==> src/rtl/servant_rst_seq_pkg.sv <==
// Shared state encodings and reset-cause codes for the servant reset sequencer.
package servant_rst_seq_pkg;

  typedef logic [1:0] state_t;
  typedef logic [1:0] cause_t;

  localparam state_t ST_WAIT_LOCK = 2'd0;
  localparam state_t ST_HOLD      = 2'd1;
  localparam state_t ST_RELEASE   = 2'd2;
  localparam state_t ST_RUN       = 2'd3;

  localparam cause_t CAUSE_POR  = 2'd0;
  localparam cause_t CAUSE_LOCK = 2'd1;
  localparam cause_t CAUSE_SW   = 2'd2;

endpackage

==> src/rtl/servant_rst_sync.sv <==
// Multi-flop synchroniser bringing the asynchronous PLL lock into the system clock domain.
module servant_rst_sync #(
  parameter int unsigned STAGES = 2
) (
  input  logic clk_i,
  input  logic rst_ni,
  input  logic d_i,
  output logic q_o
);

  logic [STAGES-1:0] sync_q;

  always_ff @(posedge clk_i or negedge rst_ni) begin
    if (!rst_ni) begin
      sync_q <= '0;
    end else begin
      sync_q <= {sync_q[STAGES-2:0], d_i};
    end
  end

  assign q_o = sync_q[STAGES-1];

endmodule

==> src/rtl/servant_rst_seq.sv <==
// Reset sequencer: qualifies PLL lock, stretches reset, then releases the reset
// domains one after another in thermometer order and records why it last reset.
module servant_rst_seq
  import servant_rst_seq_pkg::*;
#(
  parameter int unsigned SYNC_STAGES = 2,
  parameter int unsigned LOCK_FILTER = 3,
  parameter int unsigned RST_CYCLES  = 16,
  parameter int unsigned NUM_DOMAINS = 2,
  parameter int unsigned STAGGER     = 4
) (
  input  logic                   i_clk,
  input  logic                   i_rst_n,
  input  logic                   i_pll_locked,
  input  logic                   i_sw_rst,
  output logic [NUM_DOMAINS-1:0] o_rst,
  output logic                   o_ready,
  output logic [1:0]             o_cause
);

  localparam int unsigned FILT_W = $clog2(LOCK_FILTER + 1);
  localparam int unsigned CNT_W  = $clog2(RST_CYCLES + 1);
  localparam int unsigned STG_W  = $clog2(STAGGER + 1);
  localparam int unsigned IDX_W  = (NUM_DOMAINS > 1) ? $clog2(NUM_DOMAINS) : 1;

  localparam logic [FILT_W-1:0] FILT_LAST  = FILT_W'(LOCK_FILTER - 1);
  localparam logic [FILT_W-1:0] FILT_MAX   = FILT_W'(LOCK_FILTER);
  localparam logic [CNT_W-1:0]  CNT_LAST   = CNT_W'(RST_CYCLES - 1);
  localparam logic [CNT_W-1:0]  CNT_MAX    = CNT_W'(RST_CYCLES);
  localparam logic [STG_W-1:0]  STG_LAST   = STG_W'(STAGGER - 1);
  localparam logic [IDX_W-1:0]  IDX_MAX    = IDX_W'(NUM_DOMAINS - 1);
  localparam logic [IDX_W-1:0]  IDX_PENULT = IDX_W'(NUM_DOMAINS - 2);

  logic lock_s;

  state_t                 state_q, state_d;
  logic [FILT_W-1:0]      filt_q, filt_d;
  logic [CNT_W-1:0]       cnt_q, cnt_d;
  logic [STG_W-1:0]       stg_q, stg_d;
  logic [IDX_W-1:0]       idx_q, idx_d;
  logic [NUM_DOMAINS-1:0] rst_q, rst_d;
  logic                   ready_q, ready_d;
  cause_t                 cause_q, cause_d;

  servant_rst_sync #(
    .STAGES(SYNC_STAGES)
  ) u_sync (
    .clk_i (i_clk),
    .rst_ni(i_rst_n),
    .d_i   (i_pll_locked),
    .q_o   (lock_s)
  );

  // Lock loss overrides everything once past the lock wait; a shift left by one
  // clears the next domain, so o_rst can only fall in thermometer order.
  always_comb begin
    state_d = state_q;
    filt_d  = filt_q;
    cnt_d   = cnt_q;
    stg_d   = stg_q;
    idx_d   = idx_q;
    rst_d   = rst_q;
    ready_d = ready_q;
    cause_d = cause_q;

    if (state_q != ST_WAIT_LOCK && !lock_s) begin
      rst_d   = '1;
      ready_d = 1'b0;
      filt_d  = '0;
      state_d = ST_WAIT_LOCK;
      if (state_q == ST_RUN) begin
        cause_d = CAUSE_LOCK;
      end
    end else begin
      case (state_q)
        ST_WAIT_LOCK: begin
          if (!lock_s) begin
            filt_d = '0;
          end else if (filt_q >= FILT_LAST) begin
            filt_d  = FILT_MAX;
            cnt_d   = '0;
            state_d = ST_HOLD;
          end else begin
            filt_d = filt_q + FILT_W'(1);
          end
        end
        ST_HOLD: begin
          if (cnt_q >= CNT_LAST) begin
            cnt_d = CNT_MAX;
            rst_d = rst_q << 1;
            idx_d = '0;
            stg_d = '0;
            if (NUM_DOMAINS == 1) begin
              ready_d = 1'b1;
              state_d = ST_RUN;
            end else begin
              state_d = ST_RELEASE;
            end
          end else begin
            cnt_d = cnt_q + CNT_W'(1);
          end
        end
        ST_RELEASE: begin
          if (stg_q >= STG_LAST) begin
            stg_d = '0;
            rst_d = rst_q << 1;
            if (idx_q != IDX_MAX) begin
              idx_d = idx_q + IDX_W'(1);
            end
            if (idx_q == IDX_PENULT) begin
              ready_d = 1'b1;
              state_d = ST_RUN;
            end
          end else begin
            stg_d = stg_q + STG_W'(1);
          end
        end
        ST_RUN: begin
          if (i_sw_rst) begin
            rst_d   = '1;
            ready_d = 1'b0;
            cause_d = CAUSE_SW;
            cnt_d   = '0;
            state_d = ST_HOLD;
          end
        end
        default: begin
          state_d = ST_WAIT_LOCK;
        end
      endcase
    end
  end

  always_ff @(posedge i_clk or negedge i_rst_n) begin
    if (!i_rst_n) begin
      state_q <= ST_WAIT_LOCK;
      filt_q  <= '0;
      cnt_q   <= '0;
      stg_q   <= '0;
      idx_q   <= '0;
      rst_q   <= '1;
      ready_q <= 1'b0;
      cause_q <= CAUSE_POR;
    end else begin
      state_q <= state_d;
      filt_q  <= filt_d;
      cnt_q   <= cnt_d;
      stg_q   <= stg_d;
      idx_q   <= idx_d;
      rst_q   <= rst_d;
      ready_q <= ready_d;
      cause_q <= cause_d;
    end
  end

  assign o_rst   = rst_q;
  assign o_ready = ready_q;
  assign o_cause = cause_q;

endmodule

==> config.mk <==
export PLATFORM = sky130hd
export DESIGN_NAME = servant_rst_seq
export DESIGN_NICKNAME = d
export VERILOG_FILES = /design/src/rtl/servant_rst_seq_pkg.sv /design/src/rtl/servant_rst_sync.sv /design/src/rtl/servant_rst_seq.sv
export SDC_FILE = /design/constraint.sdc
export NUM_CORES = 1
export LEC_CHECK = 0
export ABC_AREA = 1
export BUFFER_PORTS_ARGS = -buffer_cell sky130_fd_sc_hd__clkbuf_2
export CAP_MARGIN = 5
export CORE_AREA = 2 2 48 50
export CTS_CLUSTER_DIAMETER = 40
export DETAILED_ROUTE_END_ITERATION = 16
export DIE_AREA = 0 0 50 52
export PLACE_DENSITY_LB_ADDON = 0.2
export SLEW_MARGIN = 15
export SYNTH_ARGS = -nofsm -noshare
export SYNTH_HDL_FRONTEND = slang
export SYNTH_SLANG_ARGS = --single-unit
==> constraint.sdc <==
create_clock -name i_clk -period 2.7 [get_ports i_clk]
set_input_delay 0 -clock i_clk [delete_from_list [all_inputs] [get_ports i_clk]]
set_output_delay 0 -clock i_clk [all_outputs]
set_load 0.005 [all_outputs]
==> flow_summary.yaml <==
power:
  switching_share_pct: 45.7
  p_int_mw: 0.720
  p_sw_mw: 0.605
  pwr-share-seq_pct: 36.5
  p_leak_nw: 0.682
  p_clk_share_pct: 11.2
  power.density_mw_per_mm2: 1010
  max-vdd-ir-drop_mv: 0.499
  pwr-share-comb_pct: 52.3
layout:
  syn_to_final_growth_pct: 10.1
  final_nets: 171
  antennaDiodeCount: 0
  num-fill-cells: 193
  design_area_sq_mm: 0.00132
  drive_gt1_share_pct: 23.4
clocking:
  clockBufferDepth: 2
  clk_pin_slew_ns: 0.11
  cts_tree: "yes"
  cts_setup_buffers: 0
  clk_latency_ns: 0.30
  clock-root-buffer: "clkbuf_4"
  htree_levels: 1
  cts_buffers: 3
  cts_sinks: 20
timing:
  slew_violations: 0
  tightest_slew_ns: 0.505
  worst_slew_margin_rel_pct: 66.3
  post-route-period-util_pct: 62.5
  setup_tns_ns: 0
  rsz0062_at_grt: "no"
  finalSetupViolations: 0
  fin_crit_ns: 1.69
  clock.fmax_ghz: 0.593
  clock_skew_ns: 0.00369
  holdWs_ns: 0.0211
  hold_viol_final: 0
floorplanning:
  dieWidth_um: 50
  die_y_um: 52
  rows: 17
  die_area_sq_mm: 0.00260
  ios: 9
  initial_utilization_pct: 56.9
  coreArea_sq_mm: 0.00211
drt:
  drt_drc_violations_left: 0
  ant_nets: 0
  drt_wl_total_um: 2020
  dr.pass1.iters: 4
  wl_per_cell_um: 10.9
  via_per_inst: 5.08
  vias: 944
  drt_iter0_markers: 12
placement:
  dp_hpwl_um: 1560
  place.gp.congestion: 0.739
  io_buffers: 8
  dpl-instance-area_sq_mm: 0.00127
worst_setup_path:
  reg2regPathDepth: 11
  required_ns: 2.93
  start_kind: "flop"
  path_class: "flop to flop"
  crit_arrival_ns: 1.91
  critPathMaxFanout: 6
  cp-end-kind: "flop"
logic_synthesis:
  syn_nets: 156
  syn_inst: 144
  netlist.area_leader.share_pct: 37.6
  yosys.area.top_type: "dfrtp_1"
  yosys.cell_types.count: 25
  netlist_area_sq_mm: 0.00120
  ys_warn_count: 0
  ys_ff_latch: 20
  synthTopCellsByArea: "dfrtp_1, nand2_1, ha_1, inv_1, dfstp_2"
  synth_area_per_cell_sq_um: 8.32
  yosysSeqAreaShare_pct: 42.0
global_routing:
  first_global_vias: 911
  antenna_found_initial: 0
  grt-ovfl-total: 0
  grt_max_degree: 21
  grtUsageTotal_pct: 18.5
  grt_first_pass_wirelength_um: 3660
worst_hold_path:
  hp-class: "primary input to flop"
  whs_path_depth: 4
run_status:
  status: "complete, no violations"
run:
  max_cap_viol_count: 0
==> placed cells by master (no fill, tap or decap), types with 2 or more instances in the layout <==
cell type / instances
inv_2: 5
o21ai_0: 8
a21oi_2: 2
ha_1: 8
clkbuf_2: 8
nor2_1: 11
nand3_2: 2
nand3_1: 5
nand2_1: 34
nand4_1: 6
nor2_4: 2
o21ai_1: 5
dlygate4sd3_1: 2
dfrtp_1: 18
dfstp_2: 2
nand2_2: 6
clkbuf_4: 3
a21oi_1: 3
inv_1: 18
==> power groups by stage <==
stage / combinational [mW] / clock, mW / sequential [mW]
5_1_grt: 0.790 / 0.170 / 0.498
4_1_cts: 0.705 / 0.159 / 0.484
3_5_place_dp: 0.699 / 0 / 0.490
3_3_place_gp: 0.672 / 0 / 0.486
2_1_floorplan: 0.550 / 0 / 0.479
6_report: 0.693 / 0.148 / 0.484
==> kinds of logic (layout without fill, tap and decap cells) <==
group / Yosys count / after routing / share of synthesized area, %
and+or+nand+nor: 72 / 72 / 32.3
DFF: 20 / 20 / 42.0
xor gates and xnor gates: 1 / 1 / 0.732
buffers and inverters: 24 / 38 / 7.73
adders and majority gates: 8 / 8 / 8.36
AOI/OAI and AO/OA: 19 / 19 / 8.88
==> Yosys cell counts, drive strengths merged <==
cell type and number:
a21oi 5, nor2 15, dfrtp 18, nand3 7, xor2 1, inv 24, nor3 1, nand4 7
nand2 42, dfstp 2, ha 8, o21ai 14
==> stage by stage <==
stage / total power, mW / worst slack (ns) / utilization (%) / cells
floorplan: 1.03 / 1.18 / - / 144
global placement: 1.16 / 1.07 / 60.4 / 180
detailed placement: 1.19 / 1.03 / 60.4 / 180
CTS: 1.35 / 1.00 / 62.6 / 186
global route: 1.46 / 0.802 / 62.6 / 186
finish: 1.33 / 1.01 / 62.6 / 186
==> critical path, cell delays in order, from the launching register on <==
cell and delay, ns:
dfrtp_1 0.45, ha_1 0.24, nand2_1 0.07, nor2_1 0.04, ha_1 0.16, nor2_1 0.15
nand2_1 0.11, inv_2 0.08, nand2_2 0.07, nand2_2 0.12, nand2_1 0.06, o21ai_1 0.07
==> layout make-up <==
cell class / instances / area (sq um) / share of cell area (%)
flip-flops and latches: 20 / 503 / 38.1
repair buffers: 10 / 60.1 / 4.55
inverters: 24 / 92.6 / 7.02
clock buffers: 4 / 26.3 / 1.99
multi-input cells: 100 / 602 / 45.6
well taps: 28 / 35.0 / 2.66
==> sequential cells by signal, summed over array words and instances (netlist names) <==
signal / flops
cnt_q: 5
stg_q: 3
filt_q: 2
o_cause: 2
o_rst: 2
state_q: 2
u_sync.sync_q: 2
idx_q: 1
o_ready: 1
==> routing by layer <==
metal / part of all wire, % / wire [um] / GRT usage (%)
met5: 0 / 0 / 0
met4: 0.69 / 14 / 6.94
met3: 1.7 / 34 / 2.59
met2: 50 / 1010 / 33.1
met1: 48 / 966 / 22.5
==> path summary, 6_finish.rpt <==
path | from | end | slack (ns)
min | i_sw_rst | o_cause[0]$_DFFE_PN0P_ | 0.02
min in group asynchronous | i_rst_n | filt_q[0]$_DFFE_PN0P_ | 0.19
max reg2reg | cnt_q[0]$_DFFE_PN0P_ | stg_q[0]$_DFFE_PN0P_ | 1.01
min reg2reg | u_sync.sync_q[0]$_DFF_PN0_ | u_sync.sync_q[1]$_DFF_PN0_ | 0.37
max | cnt_q[0]$_DFFE_PN0P_ | stg_q[0]$_DFFE_PN0P_ | 1.01
max in group asynchronous | i_rst_n | o_rst[0]$_DFFE_PN1P_ | 2.15
==> repair_timing <==
| item | 4_1_cts | 5_1_grt |
|---|---|---|
| gates resized for setup | 0 | 0 |
| hold endpoints to repair | 19 | 0 |
| hold buffers | 2 | 0 |
Note: power is estimated with default switching activity, not from simulation.
